## config.mk

```make
export PLATFORM = sky130hd
export DESIGN_NAME = seven_seg_scan_driver
export DESIGN_NICKNAME = d
export VERILOG_FILES = /design/src/rtl/seven_seg_scan_driver_pkg.sv /design/src/rtl/seven_seg_scan_driver_decoder.sv /design/src/rtl/seven_seg_scan_driver.sv
export SDC_FILE = /design/constraint.sdc
export NUM_CORES = 1
export LEC_CHECK = 0
export CAP_MARGIN = 10
export CELL_PAD_IN_SITES_DETAIL_PLACEMENT = 0
export CELL_PAD_IN_SITES_GLOBAL_PLACEMENT = 1
export CORE_UTILIZATION = 25
export CTS_CLUSTER_SIZE = 20
export DETAILED_ROUTE_END_ITERATION = 8
export PLACE_DENSITY = 0.63
export SLEW_MARGIN = 10
export SYNTH_ARGS = -nofsm -noshare
export SYNTH_HDL_FRONTEND = slang
export SYNTH_SLANG_ARGS = --single-unit
```

## constraint.sdc

```tcl
create_clock -name clkBase -period 4.7 [get_ports clkBase]
set_input_delay 0.705 -clock clkBase [delete_from_list [all_inputs] [get_ports clkBase]]
set_output_delay 0.705 -clock clkBase [all_outputs]
set_load 0.02 [all_outputs]
```

## src/rtl/seven_seg_scan_driver_pkg.sv

```systemverilog
// Shared types for the seven-segment scan driver: segment bit order,
// hex-to-segment table and the scan FSM state encoding.
package seven_seg_scan_driver_pkg;

    localparam int SEG_A  = 0;
    localparam int SEG_B  = 1;
    localparam int SEG_C  = 2;
    localparam int SEG_D  = 3;
    localparam int SEG_E  = 4;
    localparam int SEG_F  = 5;
    localparam int SEG_G  = 6;
    localparam int SEG_DP = 7;

    typedef enum logic [0:0] {
        ST_SHOW  = 1'b0,
        ST_BLANK = 1'b1
    } scan_state_e;

    // Active-high {g,f,e,d,c,b,a}; b and d use the lower-case glyphs.
    function automatic logic [6:0] hex_to_seg(input logic [3:0] nibble);
        logic [6:0] seg;
        case (nibble)
            4'h0:    seg = 7'h3F;
            4'h1:    seg = 7'h06;
            4'h2:    seg = 7'h5B;
            4'h3:    seg = 7'h4F;
            4'h4:    seg = 7'h66;
            4'h5:    seg = 7'h6D;
            4'h6:    seg = 7'h7D;
            4'h7:    seg = 7'h07;
            4'h8:    seg = 7'h7F;
            4'h9:    seg = 7'h6F;
            4'hA:    seg = 7'h77;
            4'hB:    seg = 7'h7C;
            4'hC:    seg = 7'h39;
            4'hD:    seg = 7'h5E;
            4'hE:    seg = 7'h79;
            4'hF:    seg = 7'h71;
            default: seg = 7'h00;
        endcase
        return seg;
    endfunction

endpackage

```

## src/rtl/seven_seg_scan_driver_decoder.sv

```systemverilog
// Combinational hex nibble plus decimal point to active-high segment pattern.
// Output polarity is handled by the parent at its output register.
module seven_seg_decoder
    import seven_seg_scan_driver_pkg::*;
(
    input  logic [3:0] nibble_i,
    input  logic       dp_i,
    output logic [7:0] seg_o
);

    // Pattern lookup with the decimal point on the top bit.
    always_comb begin
        seg_o          = 8'h00;
        seg_o[6:0]     = hex_to_seg(nibble_i);
        seg_o[SEG_DP]  = dp_i;
    end

endmodule

```

## src/rtl/seven_seg_scan_driver.sv

```systemverilog
// Time-multiplexed hex display scanner with per-slot guard blanking and a
// double-buffered display word that only changes on frame boundaries.
module seven_seg_scan_driver
    import seven_seg_scan_driver_pkg::*;
#(
    parameter int NUM_DIGITS      = 8,
    parameter int SCAN_DIV        = 1024,
    parameter int BLANK_CYCLES    = 16,
    parameter bit SEG_ACTIVE_LOW  = 1'b0,
    parameter bit GATE_ACTIVE_LOW = 1'b0
) (
    input  logic                    clkBase,
    input  logic                    rst,
    input  logic                    dispLoad,
    input  logic [4*NUM_DIGITS-1:0] dispData,
    input  logic [NUM_DIGITS-1:0]   dispDp,
    input  logic [NUM_DIGITS-1:0]   dispBlank,
    output logic [7:0]              led,
    output logic [NUM_DIGITS-1:0]   gate,
    output logic                    frameDone
);

    localparam int CNT_W = $clog2(SCAN_DIV);
    localparam int IDX_W = $clog2(NUM_DIGITS);

    localparam logic [CNT_W-1:0]      SHOW_LAST = CNT_W'(SCAN_DIV - BLANK_CYCLES - 1);
    localparam logic [CNT_W-1:0]      SLOT_LAST = CNT_W'(SCAN_DIV - 1);
    localparam logic [CNT_W-1:0]      CNT_ONE   = CNT_W'(1);
    localparam logic [IDX_W-1:0]      IDX_LAST  = IDX_W'(NUM_DIGITS - 1);
    localparam logic [IDX_W-1:0]      IDX_ONE   = IDX_W'(1);
    localparam logic [7:0]            LED_OFF   = SEG_ACTIVE_LOW ? 8'hFF : 8'h00;
    localparam logic [NUM_DIGITS-1:0] GATE_OFF  = GATE_ACTIVE_LOW ? {NUM_DIGITS{1'b1}}
                                                                  : {NUM_DIGITS{1'b0}};
    localparam logic [NUM_DIGITS-1:0] GATE_ONE  = {{(NUM_DIGITS-1){1'b0}}, 1'b1};

    scan_state_e             state_q, state_d;
    logic [CNT_W-1:0]        cnt_q, cnt_d;
    logic [IDX_W-1:0]        idx_q, idx_d;

    logic [4*NUM_DIGITS-1:0] act_data_q, act_data_d;
    logic [NUM_DIGITS-1:0]   act_dp_q, act_dp_d;
    logic [NUM_DIGITS-1:0]   act_blank_q, act_blank_d;
    logic [4*NUM_DIGITS-1:0] shd_data_q, shd_data_d;
    logic [NUM_DIGITS-1:0]   shd_dp_q, shd_dp_d;
    logic [NUM_DIGITS-1:0]   shd_blank_q, shd_blank_d;
    logic                    pending_q, pending_d;

    logic [7:0]              led_q, led_d;
    logic [NUM_DIGITS-1:0]   gate_q, gate_d;
    logic                    frame_done_q, frame_done_d;

    logic                    slot_end_s;
    logic                    wrap_s;
    logic [3:0]              cur_nibble_s;
    logic                    cur_dp_s;
    logic                    cur_blank_s;
    logic [7:0]              cur_seg_s;

    // Slot and frame boundary detection from the current scan position.
    always_comb begin
        slot_end_s = (cnt_q == SLOT_LAST);
        wrap_s     = slot_end_s && (idx_q == IDX_LAST);
    end

    // Select the active-buffer fields for the digit being scanned.
    always_comb begin
        cur_nibble_s = act_data_q[{idx_q, 2'b00} +: 4];
        cur_dp_s     = act_dp_q[idx_q];
        cur_blank_s  = act_blank_q[idx_q];
    end

    seven_seg_decoder u_decoder (
        .nibble_i (cur_nibble_s),
        .dp_i     (cur_dp_s),
        .seg_o    (cur_seg_s)
    );

    // Scan FSM: SHOW then BLANK within each slot; slot end always wins so a
    // zero-length blank interval skips straight to the next digit.
    always_comb begin
        state_d = state_q;
        cnt_d   = cnt_q + CNT_ONE;
        idx_d   = idx_q;
        if (slot_end_s) begin
            state_d = ST_SHOW;
            cnt_d   = '0;
            if (wrap_s) begin
                idx_d = '0;
            end else begin
                idx_d = idx_q + IDX_ONE;
            end
        end else begin
            case (state_q)
                ST_SHOW: begin
                    if (cnt_q == SHOW_LAST) begin
                        state_d = ST_BLANK;
                    end else begin
                        state_d = ST_SHOW;
                    end
                end
                ST_BLANK: begin
                    state_d = ST_BLANK;
                end
                default: begin
                    state_d = ST_SHOW;
                end
            endcase
        end
    end

    // Display buffers: a load on the frame wrap bypasses the shadow.
    always_comb begin
        act_data_d  = act_data_q;
        act_dp_d    = act_dp_q;
        act_blank_d = act_blank_q;
        shd_data_d  = shd_data_q;
        shd_dp_d    = shd_dp_q;
        shd_blank_d = shd_blank_q;
        pending_d   = pending_q;
        if (wrap_s && dispLoad) begin
            act_data_d  = dispData;
            act_dp_d    = dispDp;
            act_blank_d = dispBlank;
            shd_data_d  = dispData;
            shd_dp_d    = dispDp;
            shd_blank_d = dispBlank;
            pending_d   = 1'b0;
        end else if (wrap_s && pending_q) begin
            act_data_d  = shd_data_q;
            act_dp_d    = shd_dp_q;
            act_blank_d = shd_blank_q;
            pending_d   = 1'b0;
        end else if (dispLoad) begin
            shd_data_d  = dispData;
            shd_dp_d    = dispDp;
            shd_blank_d = dispBlank;
            pending_d   = 1'b1;
        end else begin
            pending_d   = pending_q;
        end
    end

    // Output pattern for the current scan position, polarity applied here.
    always_comb begin
        led_d        = LED_OFF;
        gate_d       = GATE_OFF;
        frame_done_d = wrap_s;
        if ((state_q == ST_SHOW) && !cur_blank_s) begin
            led_d  = cur_seg_s ^ LED_OFF;
            gate_d = (GATE_ONE << idx_q) ^ GATE_OFF;
        end else begin
            led_d  = LED_OFF;
            gate_d = GATE_OFF;
        end
    end

    // State, buffer and output registers; rst overrides any concurrent load.
    always_ff @(posedge clkBase) begin
        if (rst) begin
            state_q      <= ST_SHOW;
            cnt_q        <= '0;
            idx_q        <= '0;
            act_data_q   <= '0;
            act_dp_q     <= '0;
            act_blank_q  <= {NUM_DIGITS{1'b1}};
            shd_data_q   <= '0;
            shd_dp_q     <= '0;
            shd_blank_q  <= '0;
            pending_q    <= 1'b0;
            led_q        <= LED_OFF;
            gate_q       <= GATE_OFF;
            frame_done_q <= 1'b0;
        end else begin
            state_q      <= state_d;
            cnt_q        <= cnt_d;
            idx_q        <= idx_d;
            act_data_q   <= act_data_d;
            act_dp_q     <= act_dp_d;
            act_blank_q  <= act_blank_d;
            shd_data_q   <= shd_data_d;
            shd_dp_q     <= shd_dp_d;
            shd_blank_q  <= shd_blank_d;
            pending_q    <= pending_d;
            led_q        <= led_d;
            gate_q       <= gate_d;
            frame_done_q <= frame_done_d;
        end
    end

    assign led       = led_q;
    assign gate      = gate_q;
    assign frameDone = frame_done_q;

endmodule

```

==> Yosys cells after proc, flatten, opt, wreduce, memory -nomap -nowiden <==
Memory sizes are Yosys's and may differ from the RTL's. A register that Yosys moved wholly into a read port is not among the register bits.
Index checks and enable logic that the tools add are counted.
Widths: inputs -> output; s select.
{ "totals": {"ff_bits": 128, "romBits": 112, "input_bits": 51, "out_inout_bits": 17, "elab_cells": 58, "n_memories": 1} }
{ "op_classes": {"add_sub_neg": 2, "order_cmp": 1, "eq_ne": 4, "shifts": 2, "mux": 22, "n_bitwise": 2, "reduce_logical": 11} }
{ "memory_table": {"columns": ["memory", "words", "word_bits", "read_ports", "rd_clocked_by_memory_dff", "wr", "line", "rtl"], "rows": [
  ["(name not given)", 16, 7, 1, 1, 0, "seven_seg_scan_driver_pkg.sv:22", "case (nibble)"]
]} }
{ "ops": {"columns": ["operator", "n"], "rows": [
  ["$mux 32", 5],
  ["$mux 8", 10],
  ["$shiftx 32x6->4", 1],
  ["$eq 10x10->1 const B", 2],
  ["$add 10x1->10 const B", 1],
  ["$shl 1x3->8 const A", 1],
  ["$bmux 1 s3", 2],
  ["$logic_and 1x1->1", 4],
  ["$lt 3x4->1 const B", 1],
  ["$reduce_bool 2->1", 2],
  ["$reduce_or 2->1", 2],
  ["$add 3x1->3 const B", 1],
  ["$eq 3x3->1 const B", 1],
  ["$mux 1", 3],
  ["$mux 3", 1],
  ["$reduce_or 3->1", 1],
  ["$ne 2x2->1 const B", 1],
  ["$not 1->1", 2],
  ["$pmux 1 s2", 1],
  ["$reduce_and 2->1", 1],
  ["$logic_not 1->1", 1]
]} }

==> Depth between registers and ports, before layout <==
Gate-level depths: netlist (run 1).
{ "depth": {"depth_word": 6, "ltp_mapped": 10, "mapped_depth_nobuf": 8} }

==> Hierarchy <==
From an unflattened synthesis (run 1), not the netlist that was laid out.
{ "hier_totals": {"hier_cells": 639, "area_unflattened_um2": 6152.2} }
{ "modules_own_cells": {"columns": ["module", "instances", "cells_per_inst", "area_per_inst_um2"], "rows": [
  ["seven_seg_scan_driver", 1, 605, 5849.4],
  ["seven_seg_decoder", 1, 34, 302.8]
]} }

==> Least setup slack after synthesis (run 1) <==
OpenSTA, ideal clock, no wires.
{ "synth_path": {"path_type": "flip-flop to flip-flop", "from": "reg idx_q[0]", "to": "reg led_q[3], in the netlist led[3]", "setup_ns": 0.091, "t_arrival_ns": 2.191, "required_time_ns": 4.609, "setup_slack_ns": 2.418, "path_stages_with_launch": 10, "n_path_buf": 2, "period_less_slack_ns": 2.282, "path_cell_list": "dfxtp_1 -> buf_6 -> buf_6 -> mux4_2 -> mux2i_1 -> inv_1 -> ha_1 -> nand3_1 -> a21oi_1 -> a311oi_1"} }
{ "synth_between": {"elab_chain_len": 6, "word_cells_on_any_way": 7, "cone_classes": "shift: 1; mux: 2; bitwise: 1; reduce/logical: 3"} }
{ "synth_rtl": {"columns": ["item", "line", "rtl"], "rows": [
  ["start, declared", "seven_seg_scan_driver.sv:38", "logic [IDX_W-1:0] idx_q, idx_d;"],
  ["start signal, assigned", "seven_seg_scan_driver.sv:176", "idx_q <= idx_d;"],
  ["$bmux 1 s3", "seven_seg_scan_driver.sv:69", "cur_blank_s = act_blank_q[idx_q];"],
  ["$mux 1 (implied by the code)", "seven_seg_scan_driver.sv:69", null],
  ["$logic_not 1->1", "seven_seg_scan_driver.sv:148", "if ((state_q == ST_SHOW) && !cur_blank_s) begin"],
  ["$logic_and 1x1->1", "seven_seg_scan_driver.sv:148", null],
  ["$not 1->1 (no source line)", null, null],
  ["$reduce_or 2->1 (no source line)", null, null],
  ["end, declared", "seven_seg_scan_driver.sv:48", "logic [7:0] led_q, led_d;"]
]} }
Parallel ways exist; a longest one is shown, timed or not. The select of a mux whose other input is x is not followed.
A chain may end at the register's enable or synchronous reset.

==> Final worst setup path (run 1) <==
{ "layout_path": {"from": "reg idx_q[1]", "to": "reg act_blank_q[0]"} }
{ "layout_between": {"elab_chain_len": 4, "word_cells_on_any_way": 6, "cone_classes": "eq/ne: 1; mux: 1; reduce/logical: 4"} }
{ "layout_rtl": {"columns": ["item", "line", "rtl"], "rows": [
  ["$eq 3x3->1 (*)", "seven_seg_scan_driver.sv:62", "wrap_s = slot_end_s && (idx_q == IDX_LAST);"],
  ["$logic_and 1x1->1 (*)", "seven_seg_scan_driver.sv:62", null],
  ["$logic_and 1x1->1 (on tied branches)", "seven_seg_scan_driver.sv:120, seven_seg_scan_driver.sv:128", null],
  ["$mux 8 / $reduce_bool 2->1 (equally long branches)", null, null],
  ["end signal, assigned", "seven_seg_scan_driver.sv:165", "act_blank_q <= {NUM_DIGITS{1'b1}};"],
  ["end signal, assigned", "seven_seg_scan_driver.sv:179", "act_blank_q <= act_blank_d;"],
  ["end, declared", "seven_seg_scan_driver.sv:42", "logic [NUM_DIGITS-1:0] act_blank_q, act_blank_d;"]
]} }
Mark *: on every way between the ends. The rest lies on a longest branch, timed or not.

==> results of run 1 <==
-- state kept, by name, indices dropped and copies added, names as in the netlist, 3 cells and up --
name,count
act_data_q,32
shd_data_q,32
cnt_q,10
act_blank_q,8
act_dp_q,8
gate,8
led,8
shd_blank_q,8
shd_dp_q,8
idx_q,3
-- power by group through the flow --
| stage | logic [mW] | clock network, mW | registers (mW) |
|---|---|---|---|
| 2_1_floorplan | 0.0745 | 0 | 1.14 |
| 3_3_place_gp | 0.135 | 0 | 1.15 |
| 3_5_place_dp | 0.138 | 0 | 1.15 |
| 4_1_cts | 0.139 | 1.31 | 1.12 |
| 5_1_grt | 0.150 | 1.36 | 1.13 |
| 6_report | 0.136 | 1.28 | 1.12 |
-- per-layer routing --
metal / up-vias / wire, µm / GRT usage, % / share of wire (%)
met5: - / 0 / 0 / 0
met4: 0 / 174 / 4.742 / 1.4
li1: 1943 / - / - / -
met3: 14 / 565 / 4.193 / 4.7
met1: 1825 / 6253 / 16.29 / 52
met2: 81 / 5071 / 17.05 / 42
-- logic make-up after synthesis --
| group | count (synthesis) |
|---|---|
| mux | 70 |
| fa+ha+maj | 13 |
| buf+inv | 45 |
| compound gates | 91 |
| xor+xnor | 9 |
| flops | 128 |
| simple gates | 157 |
-- synthesized netlist by cell type, drive strengths merged --
library cell,number,area [µm²]
o22a,1,8.760
xor2,4,35.03
a311oi,2,17.52
a211oi,24,180.2
a22o,12,105.1
a211o,1,8.760
nor2b,4,25.02
mux2,2,22.52
nand2,19,71.32
a22oi,5,51.30
o21ai,3,15.01
and4,2,17.52
o221ai,13,113.9
a21o,1,7.510
nand4b,1,8.760
dfxtp,128,2562
nor2,98,370.4
mux2i,58,596.8
nand4,2,12.51
and3,6,37.54
buf,17,98.84
inv,9,33.78
clkbuf,19,71.32
a221oi,3,26.28
xnor2,5,43.79
o31a,1,8.760
nand2b,3,18.77
and2,5,31.28
ha,13,162.7
nand3,9,50.05
mux4,10,225.2
a21oi,17,96.35
nor3,7,45.04
a221o,7,70.07
o22ai,1,6.260
nor3b,1,7.510
-- stage by stage --
step	total power, mW	cell area (µm²)	std cells
2_1_floorplan	1.219	5264	513
3_3_place_gp	1.282	6126	817
6_report	2.538	6696	846
5_1_grt	2.631	6696	846
4_1_cts	2.569	6696	846
3_5_place_dp	1.285	6126	817
-- worst min path at each step --
stage                              start        endpoint  slack [ps]  depth (start not counted)
final                     act_data_q[13]  act_data_q[13]         450                          2
after global routing      act_data_q[11]  act_data_q[11]         470                          2
after CTS                    act_dp_q[6]     act_dp_q[6]         460                          2
after detailed placement     act_dp_q[4]     act_dp_q[4]         450                          2
after global placement    act_blank_q[7]  act_blank_q[7]         440                          1
after floorplan           act_data_q[22]  act_data_q[22]         430                          2
-- layout make-up --
cell class                      instances  area, µm²  area share (%)
Timing Repair Buffer                   70      688.2           10.28
Inverter                                9      33.78          0.5045
Tap cell                              270      337.8           5.045
Sequential cell                       128       2562           38.27
Clock inverter                          6      82.58           1.233
Multi-Input combinational cell        340       2504           37.39
Clock buffer                           23      488.0           7.287
-- worst min-delay path, delay by kind of cell, from the launching register on --
kind | cells | cell delay, ps
flops | 1 | 310
compound gates | 1 | 50
simple gates | 1 | 50
==> metrics.yaml, run 1 <==
antenna_found_initial: 0
io_buffers: 67
ctsLongestPathBuffers: 2
hold_viol: 0
rsz0062_at_grt: "false"
worst_hold_slack_ps: 454.4
yosys.area_share.simple_pct: 13.22
die_w_um: 147.1
hold_class: "reg2reg"
die_area_mm2: 0.02164
clk_pin_slew_worst_paths_ps: 60
cts_tree: "yes"
p_per_area_mw_per_mm2: 379.1
critPathMaxStageDelay_ps: 890
worst_clock_skew_ps: 3.935
rr_endpoint: "act_blank_q[0]"
critPathCapture: "act_blank_q[0]"
cp-end-kind: "register"
power_frac_clock_pct: 50.3
fill_cells: 2135
grt_pass1_vias: 3779
start_util_pct: 25.77
final_nets: 630
cts_made_buffers: 17
fin_util_pct: 32.78
cp-startpoint: "idx_q[1]"
status: "completed"
setup_viol: 0
synthAdderAreaFrac_pct: 3.090
die_h_um: 147.1
fin_ws_ps: 1735
drcViolationCount: 0
slew_headroom_pct: 24.53
seqPwrFrac_pct: 44.3
yosys.cell_types.count: 47
grt-ovfl-total: 0
max_freq_mhz: 337.2
insertion_delay_ps: 420
fin_crit_ps: 2965
wl_per_cell_um: 14.26
critical-path-top-delay-family: "simple AND/OR/NAND/NOR gates"
dp_worst_setup_slack_ps: 1649
fp.coreArea_mm2: 0.02043
layout_common_cells: "dfxtp_1 (128), nor2_1 (97), clkdlybuf4s50_1 (65)"
crit_buf_inv: 0
grt_usage_pct: 11.94
routed_wl_um: 12060
cts_resized: 0
place.gp.congestion: 0.7552
finalCritPeriodShare_pct: 63.09
row_count: 52
seq_area_frac_synth_pct: 48.68
areaGrowthSynthToFinish_pct: 27.22
avgSynthCellArea_um2: 10.26
drv_slew: 0
worst_pin_slew_ps: 1126
crit_fanout: 26
required_ps: 5010
io_pins: 68
p_comb_share_pct: 5.4
grt_max_degree: 108
via_count: 3863
netlist_area_mm2: 0.005264
peakVddDrop_mv: 0.2585
cp_common_cell: "ha_1"
synth-compound-area-share_pct: 13.60
path_class: "reg2reg"
swShare_pct: 20.97
avgViaCountPerCell: 4.566
cts_setup_buffers: 0
h-tree-depth: 4
final_common_cell: "dfxtp_1"
synth_mux_area_share_pct: 16.04
syn_inst: 513
start_kind: "register"
r2r-start: "idx_q[1]"
synth_top_family_by_area: "multiplexers"
ys_warn_count: 0
cts.hold.buffers_added: 0
p_leak_nw: 2.509
synthesis.nets: 577
drive_gt1_share_pct: 8.854
ys_seq_elements: 128
n_antenna_cell: 0
crit_cells: 4
crit_chain: "ha_1 > ha_1 > nand4b_1 > a221o_1"
reg2regPathDepth: 4
drtAntennaViolNets: 0
grt_first_pass_wirelength_um: 19710
firstDrtPassIters: 6
critPathSlowestCell: "nand4b_1"
drtIter0Drc: 142
maxCapViolations: 0
place_hpwl_um: 8335
power_switching_mw: 0.5323
synthXorXnorAreaFrac_pct: 1.498
cp.arrival_ps: 3270
rrSetupSlack_ps: 1730
tns_ps: 0
internal_power_mw: 2.006
clock_sinks: 128
cts_root_buf: "clkbuf_16"
No activity file was read; power rests on OpenSTA's default activity.
==> run 2, diff against run 1 <==
==> constraint.sdc (replaced) <==
create_clock -name clkBase -period 2.75 [get_ports clkBase]
set_input_delay 0.4125 -clock clkBase [delete_from_list [all_inputs] [get_ports clkBase]]
set_output_delay 0.4125 -clock clkBase [all_outputs]
set_load 0.02 [all_outputs]
==> metrics.yaml, run 2 (synthesis gave the netlist of run 1 again) <==
wl_per_cell_um: 14.48
via_count: 3881
row_count: 52
fp.coreArea_mm2: 0.02043
die_area_mm2: 0.02164
place_hpwl_um: 8772
start_kind: "register"
grt_max_degree: 70
critPathSlowestCell: "mux4_2"
grt-ovfl-total: 0
insertion_delay_ps: 420
rsz0062_at_grt: "false"
fill_cells: 2085
crit_buf_inv: 1
place.gp.congestion: 0.8237
worst_hold_slack_ps: 456.9
slew_headroom_pct: 52.03
finalNonFillerCells: 858
cp.arrival_ps: 2820
path_class: "reg2reg"
drtAntennaViolNets: 0
die_h_um: 147.1
cp-end-kind: "register"
drive_gt1_share_pct: 11.22
hold_class: "reg2reg"
final_common_cell: "dfxtp_1"
grt_usage_pct: 12.41
hold_viol: 0
h-tree-depth: 4
avgViaCountPerCell: 4.523
fin_ws_ps: 241.4
power.total_mw: 4.526
ctsLongestPathBuffers: 2
dp_worst_setup_slack_ps: 143.5
final_nets: 640
critPathMaxStageDelay_ps: 580
status: "completed"
die_w_um: 147.1
crit_fanout: 8
layout_common_cells: "dfxtp_1 (128), nor2_1 (97), clkdlybuf4s50_1 (65)"
top_regs: "act_data_q (32), shd_data_q (32), cnt_q (10)"
grt_first_pass_wirelength_um: 20870
routed_wl_um: 12420
worst_pin_slew_ps: 719.6
tns_ps: 0
fin_util_pct: 33.48
maxCapViolations: 0
io_pins: 68
final_area_mm2: 0.006839
crit_chain: "mux4_2 > mux2i_2 > inv_1 > ha_1 > nand3_1 > a21oi_1 > a311oi_1"
cts_root_buf: "clkbuf_16"
io_buffers: 67
max_freq_mhz: 398.6
fin_crit_ps: 2509
dp.cells: 827
start_util_pct: 25.77
antenna_found_initial: 0
grt_pass1_vias: 3993
clk_pin_slew_worst_paths_ps: 60
setup_viol: 0
firstDrtPassIters: 4
drv_slew: 0
drtIter0Drc: 246
finalCritPeriodShare_pct: 91.22
p_leak_nw: 2.584
postPlaceCellArea_mm2: 0.006201
p_per_area_mw_per_mm2: 661.8
areaGrowthSynthToFinish_pct: 29.93
cts_made_buffers: 17
n_antenna_cell: 0
drcViolationCount: 0
critical-path-top-delay-family: "multiplexers"
required_ps: 3060
clock_sinks: 128
worst_clock_skew_ps: 9.837
peakVddDrop_mv: 0.3955
cts_tree: "yes"
-- run 2: path summary, 6_finish.rpt --
kind,startpoint,to,slack (ps),cells after the start
worst max register to register,idx_q[0],led[3],240,7
worst min-delay path,act_data_q[15],act_data_q[15],460,2
worst min register to register,act_data_q[15],act_data_q[15],460,2
worst max-delay path,idx_q[0],led[3],240,7
-- run 2: layout make-up --
type                            count  area, µm²  area share [%]
Clock buffer                       23      508.0           7.428
Clock inverter                      8      126.4           1.848
Inverter                            9      33.78          0.4940
Multi-Input combinational cell    340       2507           36.66
Sequential cell                   128       2562           37.47
Tap cell                          270      337.8           4.940
Timing Repair Buffer               80      763.2           11.16
-- run 2: worst register-to-register path: cells and delay by family, from the launching register on --
family | cells | cell delay, ps
buffers and inverters | 1 | 150
adders and majority gates | 1 | 260
AOI/OAI and AO/OA | 2 | 370
muxes | 2 | 940
DFF | 1 | 560
and+or+nand+nor | 1 | 120
-- run 2: power by group --
part	switching, mW	internal, mW	total, mW
clock	0.804	1.56	2.37
combinational	0.116	0.121	0.237
sequential	0.0193	1.90	1.92
total	0.939	3.59	4.53
-- run 2: per-layer routing --
layer / global-route usage [%] / part of all wire [%] / vias to the layer above
met5: 0 / 0 / -
li1: - / - / 1966
met3: 4.037 / 4.7 / 11
met2: 18.61 / 44 / 78
met4: 4.381 / 1.0 / 0
met1: 16.60 / 50 / 1826
-- run 2: timing repair --
item,CTS,global route
setup buffers,0,0
gates resized for setup,0,1
setup endpoints to repair,0,3
hold endpoints to repair,0,0
hold buffers,0,0
==> run 3, diff against run 2 <==
--- a/config.mk
+++ b/config.mk
@@ -11,8 +11,9 @@
 export CORE_UTILIZATION = 25
 export CTS_CLUSTER_SIZE = 20
 export DETAILED_ROUTE_END_ITERATION = 8
+export GPL_ROUTABILITY_DRIVEN = 0
 export PLACE_DENSITY = 0.63
-export SLEW_MARGIN = 10
+export SLEW_MARGIN = 0
 export SYNTH_ARGS = -nofsm -noshare
 export SYNTH_HDL_FRONTEND = slang
 export SYNTH_SLANG_ARGS = --single-unit
==> results of run 3 <==
Same layout as run 2: the final DEF is identical, and so are final timing and power.
